$ cat config.mk
export PLATFORM = sky130hd
export DESIGN_NAME = mem_addr_gen
export DESIGN_NICKNAME = d
export VERILOG_FILES = /design/src/rtl/mem_addr_gen_pkg.sv /design/src/rtl/agen_wrap_counter.sv /design/src/rtl/mem_addr_gen.sv
export SDC_FILE = /design/constraint.sdc
export NUM_CORES = 1
export LEC_CHECK = 0
export CAP_MARGIN = 20
export CELL_PAD_IN_SITES_DETAIL_PLACEMENT = 2
export CELL_PAD_IN_SITES_GLOBAL_PLACEMENT = 2
export CORE_MARGIN = 2
export CORE_UTILIZATION = 38
export CTS_CLUSTER_SIZE = 8
export DETAILED_ROUTE_END_ITERATION = 7
export PLACE_DENSITY_LB_ADDON = 0.1
export SYNTH_ARGS = -nofsm -noshare
export SYNTH_HDL_FRONTEND = slang
export SYNTH_HIERARCHICAL = 1
export SYNTH_SLANG_ARGS = --single-unit
export TNS_END_PERCENT = 30
$ cat constraint.sdc
create_clock -name clk -period 10.3 [get_ports clk]
set_input_delay 2.06 -clock clk [delete_from_list [all_inputs] [get_ports clk]]
set_output_delay 2.06 -clock clk [all_outputs]
set_load 0.01 [all_outputs]
$ cat src/rtl/mem_addr_gen_pkg.sv
// mem_addr_gen_pkg: shared types for the tile address generator.
// FSM states, default widths and the latched tile descriptor.
// Optional macro: MEM_ADDR_GEN_COL_MAJOR_EN adds the col_major field.
package mem_addr_gen_pkg;

  localparam int ADDR_W_DEF = 16;
  localparam int DIM_W_DEF  = 16;

  typedef enum logic [1:0] {
    IDLE = 2'd0,
    RUN  = 2'd1,
    DONE = 2'd2
  } state_t;

  typedef struct packed {
    logic [ADDR_W_DEF-1:0] base;
    logic [DIM_W_DEF-1:0]  rows;
    logic [DIM_W_DEF-1:0]  cols;
    logic [ADDR_W_DEF-1:0] stride;
`ifdef MEM_ADDR_GEN_COL_MAJOR_EN
    logic                  col_major;
`endif
  } desc_t;

endpackage

$ cat src/rtl/agen_wrap_counter.sv
// agen_wrap_counter: counter that returns to 0 after reaching max.
// Ports: clk, rst, clear, enable, max in; count, at_max, wrap out.
module agen_wrap_counter #(
  parameter int W = 16
) (
  input  logic         clk,
  input  logic         rst,
  input  logic         clear,
  input  logic         enable,
  input  logic [W-1:0] max,
  output logic [W-1:0] count,
  output logic         at_max,
  output logic         wrap
);

  logic [W-1:0] r_count;

  assign count  = r_count;
  assign at_max = (r_count == max);
  assign wrap   = enable & at_max;

  always_ff @(posedge clk or posedge rst) begin
    if (rst)
      r_count <= '0;
    else if (clear || wrap)
      r_count <= '0;
    else if (enable)
      r_count <= r_count + W'(1);
  end

endmodule

$ cat src/rtl/mem_addr_gen.sv
// mem_addr_gen: 2-D tile address generator, one address per handshake.
// In: clk, rst, start, base, rows, cols, stride, addr_ready
//     (+ col_major when MEM_ADDR_GEN_COL_MAJOR_EN is defined).
// Out: busy, addr_valid, addr, last, done.
module mem_addr_gen
  import mem_addr_gen_pkg::*;
#(
  parameter int ADDR_W = ADDR_W_DEF,
  parameter int DIM_W  = DIM_W_DEF
) (
  input  logic              clk,
  input  logic              rst,
  input  logic              start,
  input  logic [ADDR_W-1:0] base,
  input  logic [DIM_W-1:0]  rows,
  input  logic [DIM_W-1:0]  cols,
  input  logic [ADDR_W-1:0] stride,
`ifdef MEM_ADDR_GEN_COL_MAJOR_EN
  input  logic              col_major,
`endif
  output logic              busy,
  output logic              addr_valid,
  input  logic              addr_ready,
  output logic [ADDR_W-1:0] addr,
  output logic              last,
  output logic              done
);

  state_t r_state, w_state_nxt;
  desc_t  r_desc;
  logic [ADDR_W-1:0] r_addr;

  logic w_zero, w_go, w_hs, w_cm;
  logic w_tile_end, w_inner_wrap;
  logic w_row_en, w_col_en;
  logic w_row_at_max, w_col_at_max;
  logic w_row_wrap, w_col_wrap;
  logic [DIM_W-1:0]  w_row_max, w_col_max;
  logic [DIM_W-1:0]  w_row_cnt, w_col_cnt;
  logic [ADDR_W-1:0] w_inner_step, w_outer_step;
  logic [ADDR_W-1:0] w_next_line;

`ifdef MEM_ADDR_GEN_COL_MAJOR_EN
  assign w_cm = r_desc.col_major;
`else
  assign w_cm = 1'b0;
`endif

  assign w_zero = (rows == '0) | (cols == '0);
  assign w_go   = (r_state == IDLE) & start & ~w_zero;
  assign w_hs   = (r_state == RUN) & addr_ready;

  assign w_row_max = r_desc.rows - DIM_W'(1);
  assign w_col_max = r_desc.cols - DIM_W'(1);

  // Inner counter steps on every handshake, outer only at inner max.
  assign w_col_en = w_cm ? (w_hs & w_row_at_max) : w_hs;
  assign w_row_en = w_cm ? w_hs : (w_hs & w_col_at_max);

  assign w_inner_wrap = w_cm ? w_row_wrap : w_col_wrap;
  // Both counters wrap together only on the final handshake.
  assign w_tile_end   = w_row_wrap & w_col_wrap;

  assign w_inner_step = w_cm ? r_desc.stride : ADDR_W'(1);
  assign w_outer_step = w_cm ? ADDR_W'(1) : r_desc.stride;
  assign w_next_line  = r_desc.base + w_outer_step;

  agen_wrap_counter #(.W(DIM_W)) u_row (
    .clk    (clk),
    .rst    (rst),
    .clear  (w_go),
    .enable (w_row_en),
    .max    (w_row_max),
    .count  (w_row_cnt),
    .at_max (w_row_at_max),
    .wrap   (w_row_wrap)
  );

  agen_wrap_counter #(.W(DIM_W)) u_col (
    .clk    (clk),
    .rst    (rst),
    .clear  (w_go),
    .enable (w_col_en),
    .max    (w_col_max),
    .count  (w_col_cnt),
    .at_max (w_col_at_max),
    .wrap   (w_col_wrap)
  );

  always_ff @(posedge clk or posedge rst) begin
    if (rst)
      r_state <= IDLE;
    else
      r_state <= w_state_nxt;
  end

  always_comb begin
    w_state_nxt = r_state;
    unique case (r_state)
      IDLE:    if (start) w_state_nxt = w_zero ? DONE : RUN;
      RUN:     if (w_tile_end) w_state_nxt = DONE;
      DONE:    w_state_nxt = IDLE;
      default: w_state_nxt = IDLE;
    endcase
  end

  // r_desc.base doubles as the running line base (row or column start).
  always_ff @(posedge clk or posedge rst) begin
    if (rst) begin
      r_desc <= '0;
      r_addr <= '0;
    end else if (w_go) begin
      r_desc.base   <= base;
      r_desc.rows   <= rows;
      r_desc.cols   <= cols;
      r_desc.stride <= stride;
`ifdef MEM_ADDR_GEN_COL_MAJOR_EN
      r_desc.col_major <= col_major;
`endif
      r_addr <= base;
    end else if (w_hs) begin
      if (w_inner_wrap) begin
        r_desc.base <= w_next_line;
        r_addr      <= w_next_line;
      end else begin
        r_addr <= r_addr + w_inner_step;
      end
    end
  end

  assign busy       = (r_state == RUN) | (r_state == DONE);
  assign addr_valid = (r_state == RUN);
  assign done       = (r_state == DONE);
  assign addr       = r_addr;
  assign last       = (r_state == RUN)
                    & (w_row_cnt == w_row_max)
                    & (w_col_cnt == w_col_max);

endmodule

# After elaboration in Yosys (flattened, before gate mapping)
# Cells that the tools add are included.
# totals
elab_cells	56
input_bits	68
output_inout_bits	20
reg_bits	114
# op_classes
addsub	6
n_eq_ne	6
muxes	14
n_bitwise	11
n_reduce_logical	11
# op_table
op	n
$mux 16	10
$add 16x1->16 const B	3
$eq 16x16->1	2
$logic_not 16->1	2
$sub 16x1->16 const B	2
$add 16x16->16	1
$and 1x1->1	8
$reduce_bool 2->1	4
$mux 2	3
$pmux 2 s2	1
$reduce_and 2->1	2
$eq 2x1->1 const B	1
$eq 2x2->1 const B	1
$logic_not 2->1	1
$logic_or 1x1->1	2
$ne 2x1->1 const B	1
$ne 2x2->1 const B	1
$or 1x1->1	2
$not 1->1	1

# Logic depth before layout (Yosys ltp)
# Gate-level depths: netlist (run 1).
# depth
ltp_word	7
ltp_mapped	18

# By module
# The synthesis (run 1) kept the hierarchy.
# modules_own_cells
module	n_inst	seq_area_each_um2	cells_each	area_each_um2
mem_addr_gen	1	2052.0	703	5614.1
agen_wrap_counter	2	400.4	114	1142.3

# Worst setup path before layout (run 1)
# OpenSTA, ideal clock, no wires.
# synth_timing
path_type	register -> output
start	reg r_desc[37] in the netlist's numbering
end	out last
arrival_time_ps	2599
path_stages_with_launch	8
t_required_ps	8240
path_slack_ps	5641
n_path_buf	0
path_cell_list	dfrtp_1 -> nor4_4 -> nand4b_1 -> nor4b_2 -> xor2_1 -> xor2_1 -> or4_1 -> nor4_2
# synth_via
elab_chain_cells	4
# synth_lines
element	line_no	source
start: declaration	mem_addr_gen.sv:30	desc_t r_desc;
$sub 16x1->16	mem_addr_gen.sv:53	assign w_row_max = r_desc.rows - DIM_W'(1);
via w_row_max[13]	mem_addr_gen.sv:38	logic [DIM_W-1:0] w_row_max, w_col_max;
$eq 16x16->1	mem_addr_gen.sv:136	& (w_row_cnt == w_row_max)
$and 1x1->1	mem_addr_gen.sv:136	
$and 1x1->1	mem_addr_gen.sv:137	& (w_col_cnt == w_col_max);
end: declaration	mem_addr_gen.sv:25	output logic last,
# The timed path passes the listed nets, and every way through them passes these cells.

# Final worst setup path (run 1)
# Same ends and word-level chain as after synthesis.

==> results.txt, run 1 <==
# rows - 52
Overall global routing resource usage - 25.6%
ANT cells - 0
Maximum buffer depth of the clock tree - 2
Average routed wire per standard cell - 21.2 µm
Net switching power - 1230 µW
Worst hold path type - register to register
Pin count of the biggest net entering global routing - 76
Post-cts resize count - 0
Worst reg2reg path startpoint - r_desc[16]$_DFFE_PP0P_
Internal cell power - 1540 µW
Cells after synthesis - 931
Transition time of the tightest slew-check pin - 0.967 ns
Clock input transition at the sequential cells of the worst setup and hold paths - 0.06 ns
Clock net sink count - 114
Sequential share of power - 29.0%
Accumulated negative setup slack - 0 ns
Final Hold Violating Endpoints - 0
Depth of the most critical reg-to-reg path - 12
Depth of the worst hold-timing path - 2
Finished Layout Cells - 1281
Total non-filler cell area in the finished layout - 0.00951 mm²
Synth unique cells - 71
Launch instance of the worst min-delay path - w_outer_step[4]$_DFFE_PP0P_
Overall die height - 148 µm
IO buf count - 87
Instance area at placement - 0.00891 mm²
Worst-path maximum fanout - 7
Most used cell, CP - sky130_fd_sc_hd__xor2_1
Ratio of cells with drive above 1 in the final layout - 6.43%
Destination of the worst hold path - w_outer_step[4]$_DFFE_PP0P_
Number of buffers inserted by post-CTS setup repair - 0
Power per standard cell area - 291 mW/mm²
Post-detailed-route count of antenna-violating nets - 0
Synthesis-stage register bit count - 114
FILL cells - 2287
Combinational share of power - 49.2%
Leftover overflow at the end of global routing - 0
Cts-stage hold buffer count - 0
Most common cell after layout, fill and taps aside - sky130_fd_sc_hd__nand2_1
Wire length of the first global-routing pass - 44500 µm
Share of power burned in the clock network - 21.8%
Last weighted congestion value of the routability-driven placer - 0.798
Worst vdd rail ir drop - 0.000147 V
Most used flip-flop cell after synthesis - sky130_fd_sc_hd__dfrtp_1
Avg Cell Area, Syn - 8.48 µm²
Count of buffering cells on the critical path with inverters included - 1
Total number of vias - 7352
Number of placed I/O pins - 88
Number of antenna violations at the first check in global routing - 0
Setup CP Type - register to output pin
Core footprint - 0.0203 mm²
Endpoint kind of the worst setup timing path - output pin
Synth warn - 6
RSZ-0062 raised after global routing - false
Critical-path cell with the highest stage delay - sky130_fd_sc_hd__clkdlybuf4s50_1
Register-to-register path setup slack - 5.04 ns
Category of cells accounting for the largest share of critical-path delay - simple AND/OR/NAND/NOR gates
Slew Limit Fails - 0
Run status - finished, final reports clean
Clock tree from TritonCTS - yes
Vias in the first global route - 8101
Clk Latency, worst-skew pair - 0.43 ns
Detail-routed via count per cell - 5.74
Share of the yosys chip area belonging to registers - 36.1%
Placed cell count - 1248
# Max-Cap Violations - 0
Final WL - 27200 µm
Reg-to-Reg End - r_desc[57]$_DFFE_PP0P_
Sw Share - 44.4%
Total nets after synthesis - 1023
Nature of the critical path startpoint - register
Highest cell delay on the worst timing path - 0.59 ns
Starting Density - 38.9%
Detailed-placement wirelength estimate - 19100 µm
List of cells traversed by the critical path - nor4_4 -> nand4b_1 -> nor3_1 -> xor2_1 -> xor2_1 -> or4_1 -> nor4_2 -> clkdlybuf4s50_1
Pre-Repair DR Iteration Count - 4
Minimum period implied by the final worst setup slack - 5.99 ns
Worst Path Arrival - 3.93 ns
Fin nets - 1090
Commonest non-fill, non-tap cells in the layout - 177 x sky130_fd_sc_hd__nand2_1, 114 x sky130_fd_sc_hd__dfrtp_1, 87 x sky130_fd_sc_hd__clkdlybuf4s50_1
WP data required - 8.24 ns
Number of clock buffers inserted by TritonCTS - 17
Maximum achievable frequency - 167 MHz
# setup viols final - 0
Fraction of registers with async set/reset - 100%
Cell Area, Synth - 0.00790 mm²
Max-Slew Margin vs Limit - 35.4%
CTS HTree Levels - 4
Fin Clk Skew - 0.0101 ns
Overall die area - 0.0220 mm²
Post-route DRC - 0
Pleak - 0.00387 µW
Width of the die - 148 µm
Clock Tree Root - sky130_fd_sc_hd__clkbuf_16
Area delta synth->final - 20.4%
Share of the cycle needed by the critical path after routing - 58.2%
Number of enable flip-flop cells after synthesis - 0
Number of violations reported at the end of detailed-routing iteration 0 - 283
[worst min-delay path, stage by stage, from the launching register on]
cell                      delay [ns]
sky130_fd_sc_hd__dfrtp_1        0.34
sky130_fd_sc_hd__nand2_1        0.05
sky130_fd_sc_hd__nand2_1        0.05
[how the worst max path moves through the flow]
| stage | startpoint | endpoint | slack (ns) | cells past startpoint |
|---|---|---|---|---|
| 3_5_place_dp | addr_ready | r_desc[57]$_DFFE_PP0P_ | 4.51 | 7 |
| 2_1_floorplan | r_desc[37]$_DFFE_PP0P_ | last | 5.64 | 7 |
| 4_1_cts | r_desc[37]$_DFFE_PP0P_ | last | 4.30 | 8 |
| 3_3_place_gp | addr_ready | r_desc[57]$_DFFE_PP0P_ | 4.65 | 7 |
| 5_1_grt | r_desc[37]$_DFFE_PP0P_ | last | 4.11 | 8 |
| 6_report | r_desc[37]$_DFFE_PP0P_ | last | 4.31 | 8 |
[synth_stat cells, types with 5 or more instances]
| master | instances | share of area, % |
|---|---|---|
| sky130_fd_sc_hd__o31ai_1 | 7 | 0.67 |
| sky130_fd_sc_hd__mux2i_1 | 7 | 0.89 |
| sky130_fd_sc_hd__o211ai_1 | 5 | 0.48 |
| sky130_fd_sc_hd__nand2b_1 | 5 | 0.40 |
| sky130_fd_sc_hd__xnor2_1 | 80 | 8.9 |
| sky130_fd_sc_hd__buf_6 | 6 | 0.86 |
| sky130_fd_sc_hd__nand2_1 | 177 | 8.4 |
| sky130_fd_sc_hd__o21ai_0 | 41 | 2.6 |
| sky130_fd_sc_hd__o22ai_1 | 10 | 0.79 |
| sky130_fd_sc_hd__ha_1 | 23 | 3.6 |
| sky130_fd_sc_hd__nand3_1 | 20 | 1.3 |
| sky130_fd_sc_hd__clkbuf_1 | 30 | 1.4 |
| sky130_fd_sc_hd__a2111oi_0 | 7 | 0.78 |
| sky130_fd_sc_hd__and3_1 | 7 | 0.55 |
| sky130_fd_sc_hd__or3_1 | 6 | 0.48 |
| sky130_fd_sc_hd__dfrtp_1 | 114 | 36 |
| sky130_fd_sc_hd__inv_1 | 31 | 1.5 |
| sky130_fd_sc_hd__a21oi_1 | 46 | 2.9 |
| sky130_fd_sc_hd__nand4_1 | 28 | 2.2 |
| sky130_fd_sc_hd__nor4_1 | 24 | 1.9 |
| sky130_fd_sc_hd__xor2_1 | 40 | 4.4 |
| sky130_fd_sc_hd__nor2_1 | 59 | 2.8 |
| sky130_fd_sc_hd__a211oi_1 | 26 | 2.5 |
| sky130_fd_sc_hd__nor3_1 | 27 | 1.7 |
[kinds of logic after synthesis]
kind of cell	count (synthesis)	synth area share (%)
muxes	10	1.31
buffers and inverters	77	4.61
adders and majority gates	24	3.90
xor gates and xnor gates	120	13.3
and+or+nand+nor	397	25.0
AOI/OAI and AO/OA	189	15.7
DFF	114	36.1
[metal layers]
layer,vias up,wire length [µm],track usage (%)
met2,102,14000,45.7
met4,0,785,10.1
met3,46,512,3.19
met1,3745,11900,31.4
li1,3459,-,-
met5,-,0,0
[power groups by stage]
stage | Combinational, µW | Sequential (µW) | Clock (µW)
2_1_floorplan | 972 | 742 | 0
6_report | 1360 | 804 | 605
3_5_place_dp | 1350 | 807 | 0
5_1_grt | 1520 | 832 | 635
4_1_cts | 1380 | 804 | 618
3_3_place_gp | 1300 | 802 | 0
[final cells by class]
class	instances	area, µm²	share of cell area, %
Inverter	31	120	1.26
Clock buffer	21	440	4.63
Timing Repair Buffer	94	943	9.92
Sequential cell	114	2850	30.0
Multi-Input combinational cell	740	4680	49.2
Tap cell	270	338	3.55
Clock inverter	11	138	1.45
[state kept, by name, indices dropped and copies added (netlist names)]
| name | count |
|---|---|
| w_outer_step | 16 |
| r_state | 2 |
| u_col/count | 16 |
| addr | 16 |
| r_desc | 48 |
| u_row/count | 16 |
[through the flow]
step                      util (%)  power [µW]  worst slack [ns]  hold slack, ns
after floorplan                  -        1710              5.64           0.452
after global placement        43.9        2100              4.65           0.468
after detailed placement      43.9        2160              4.51           0.472
after CTS                     46.7        2800              4.30           0.488
after global routing          46.9        2990              4.11           0.526
final                         46.9        2770              4.31           0.484
Note: power is estimated with default switching activity, not from simulation.
==> run 2: changes to the inputs <==
Settings changed: CORE_UTILIZATION 38 to 31.
Clock period 10.3 ns to 4.8 ns, I/O delays scaled along.
==> run 2 against run 1 <==
Compared with the run above:
- die area up 22%
- routed wire length up 3.0%
- clock power grew 110%
- sequential share of layout area shrank 0.55 points
- total power is 110% higher
- cell count grew 5.7%
- via count fell by 0.90%
- non-clock buffer count up 13
- clock-buffer cell count decreased by 3
- clock skew up 0.00057 ns
- combinational power grew 120%
==> results.txt, run 2 (synthesis gave the netlist of run 1 again) <==
# setup viols final - 0
Most flop-heavy register - r_desc
Leftover overflow at the end of global routing - 0
Endpoint kind of the worst setup timing path - output pin
Transition time of the tightest slew-check pin - 0.787 ns
Starting Density - 31.5%
Total number of vias - 7286
Most common cell after layout, fill and taps aside - sky130_fd_sc_hd__nand2_1
Maximum achievable frequency - 218 MHz
Number of placed I/O pins - 88
Final Hold Violating Endpoints - 0
Category of cells accounting for the largest share of critical-path delay - simple AND/OR/NAND/NOR gates
Wire length of the first global-routing pass - 45200 µm
Last weighted congestion value of the routability-driven placer - 0.843
Accumulated negative setup slack - 0 ns
Area delta synth->final - 22.7%
List of cells traversed by the critical path - nor4_4 -> nand4b_1 -> buf_4 -> nor4b_2 -> xor2_1 -> xor2_1 -> or4_1 -> nor4_2 -> clkdlybuf4s50_1
# rows - 58
Overall die area - 0.0268 mm²
Count of buffering cells on the critical path with inverters included - 2
Average routed wire per standard cell - 20.7 µm
Cts-stage hold buffer count - 0
Fin nets - 1103
Routed wl met2 - 14100 µm
Worst vdd rail ir drop - 0.000237 V
Launch point of the critical path - r_desc[34]$_DFFE_PP0P_
Placed cell count - 1317
Critical-path cell with the highest stage delay - sky130_fd_sc_hd__clkdlybuf4s50_1
Nature of the critical path startpoint - register
Maximum buffer depth of the clock tree - 2
WP data required - 3.84 ns
ANT cells - 0
Detailed-placement wirelength estimate - 19800 µm
Number of clock buffers inserted by TritonCTS - 17
Max-Slew Margin vs Limit - 47.6%
Core footprint - 0.0251 mm²
Clk Latency, worst-skew pair - 0.43 ns
Slew Limit Fails - 0
Pin count of the biggest net entering global routing - 67
Met3 wire len - 769 µm
Worst Path Arrival - 3.63 ns
Minimum period implied by the final worst setup slack - 4.59 ns
Final WL - 28000 µm
CTS HTree Levels - 4
Number of antenna violations at the first check in global routing - 0
Worst reg2reg path startpoint - r_desc[16]$_DFFE_PP0P_
Ratio of cells with drive above 1 in the final layout - 8.40%
Run status - finished, final reports clean
Number of violations reported at the end of detailed-routing iteration 0 - 243
Overall die height - 164 µm
Detail-routed via count per cell - 5.38
Clock Tree Root - sky130_fd_sc_hd__clkbuf_16
Fin Clk Skew - 0.0107 ns
Setup CP Type - register to output pin
Clock net sink count - 114
Clock input transition at the sequential cells of the worst setup and hold paths - 0.06 ns
Worst hold-check slack - 0.487 ns
Worst-path maximum fanout - 6
Post-route DRC - 0
RSZ-0062 raised after global routing - false
Width of the die - 164 µm
Worst hold path type - register to register
# Max-Cap Violations - 0
Max FFs per register - 48
Overall global routing resource usage - 22.0%
IO buf count - 87
FILL cells - 2886
Commonest non-fill, non-tap cells in the layout - 177 x sky130_fd_sc_hd__nand2_1, 114 x sky130_fd_sc_hd__dfrtp_1, 87 x sky130_fd_sc_hd__clkdlybuf4s50_1
Clock tree from TritonCTS - yes
Most used cell, CP - sky130_fd_sc_hd__xor2_1
Top layer reached by signal wires - met4
Metal1 wirelength - 12700 µm
Pleak - 0.00391 µW
Post-detailed-route count of antenna-violating nets - 0
Power per standard cell area - 612 mW/mm²
Share of the cycle needed by the critical path after routing - 95.7%
Highest cell delay on the worst timing path - 0.58 ns
Launch instance of the worst min-delay path - w_outer_step[9]$_DFFE_PP0P_
Pre-Repair DR Iteration Count - 4
Vias in the first global route - 7852
Finished Layout Cells - 1354
run 2: cell count changes in the layout (fill, tap and decap cells not counted), moves of 2 or more:
cell	delta
sky130_fd_sc_hd__clkbuf_1	-4
sky130_fd_sc_hd__bufinv_16	-2
sky130_fd_sc_hd__clkinvlp_4	+4
sky130_fd_sc_hd__clkinv_4	+2
sky130_fd_sc_hd__inv_6	+3
sky130_fd_sc_hd__clkinv_2	-4
sky130_fd_sc_hd__nor3_2	+2
sky130_fd_sc_hd__nor3_1	-2
sky130_fd_sc_hd__buf_4	+13
run 2: layout make-up:
class | instances | area (µm²) | area share, %
Clock buffer | 18 | 439 | 4.53
Inverter | 31 | 120 | 1.24
Timing Repair Buffer | 107 | 1030 | 10.7
Sequential cell | 114 | 2850 | 29.4
Clock inverter | 14 | 131 | 1.36
Tap cell | 330 | 413 | 4.26
Multi-Input combinational cell | 740 | 4700 | 48.5
run 2: final timing paths:
| path | slack, ns | endpoint | depth (start not counted) |
|---|---|---|---|
| setup / recovery | 0.21 | last | 9 |
| min in group asynchronous | 1.02 | r_desc[47]$_DFFE_PP0P_ | 2 |
| hold / removal | 0.49 | w_outer_step[9]$_DFFE_PP0P_ | 2 |
| setup reg to reg | 0.76 | u_row/count[13]$_DFFE_PP0P_ | 14 |
| max in group asynchronous | 3.05 | r_state[1]$_DFFE_PP0P_ | 3 |
| hold reg to reg | 0.49 | w_outer_step[9]$_DFFE_PP0P_ | 2 |
run 2: tightest hold or removal path: cells and delay by family (launching register included):
| kind | cells | cell delay, ns |
|---|---|---|
| AND/OR/NAND/NOR | 2 | 0.11 |
| flip-flops | 1 | 0.35 |
run 2: routing by layer:
metal  global-route usage, %  up-vias
met1                    28.7     3683
met5                       0        -
met2                    37.7      104
met3                    3.45       27
met4                    5.70        0
li1                        -     3472
run 2: through the flow:
step           util [%]  setup WS, ns  area (µm²)  total power (µW)
2_1_floorplan         -          1.00        7900              3680
3_3_place_gp       36.1         0.482        9060              4580
3_5_place_dp       36.1         0.386        9060              4640
4_1_cts            38.5       0.00197        9660              5990
5_1_grt            38.6       0.00668        9690              6410
6_report           38.6         0.209        9690              5930
run 2: power by group:
| group | internal [µW] | switching (µW) |
|---|---|---|
| Sequential | 1290 | 433 |
| Clock | 730 | 529 |
| Combinational | 1230 | 1720 |
| Total | 3250 | 2680 |
run 2: what timing repair did:
action                     CTS  global route
pin swaps                    1             2
setup endpoints to repair    1             1
resized for setup            0             4
setup buffers                3             2
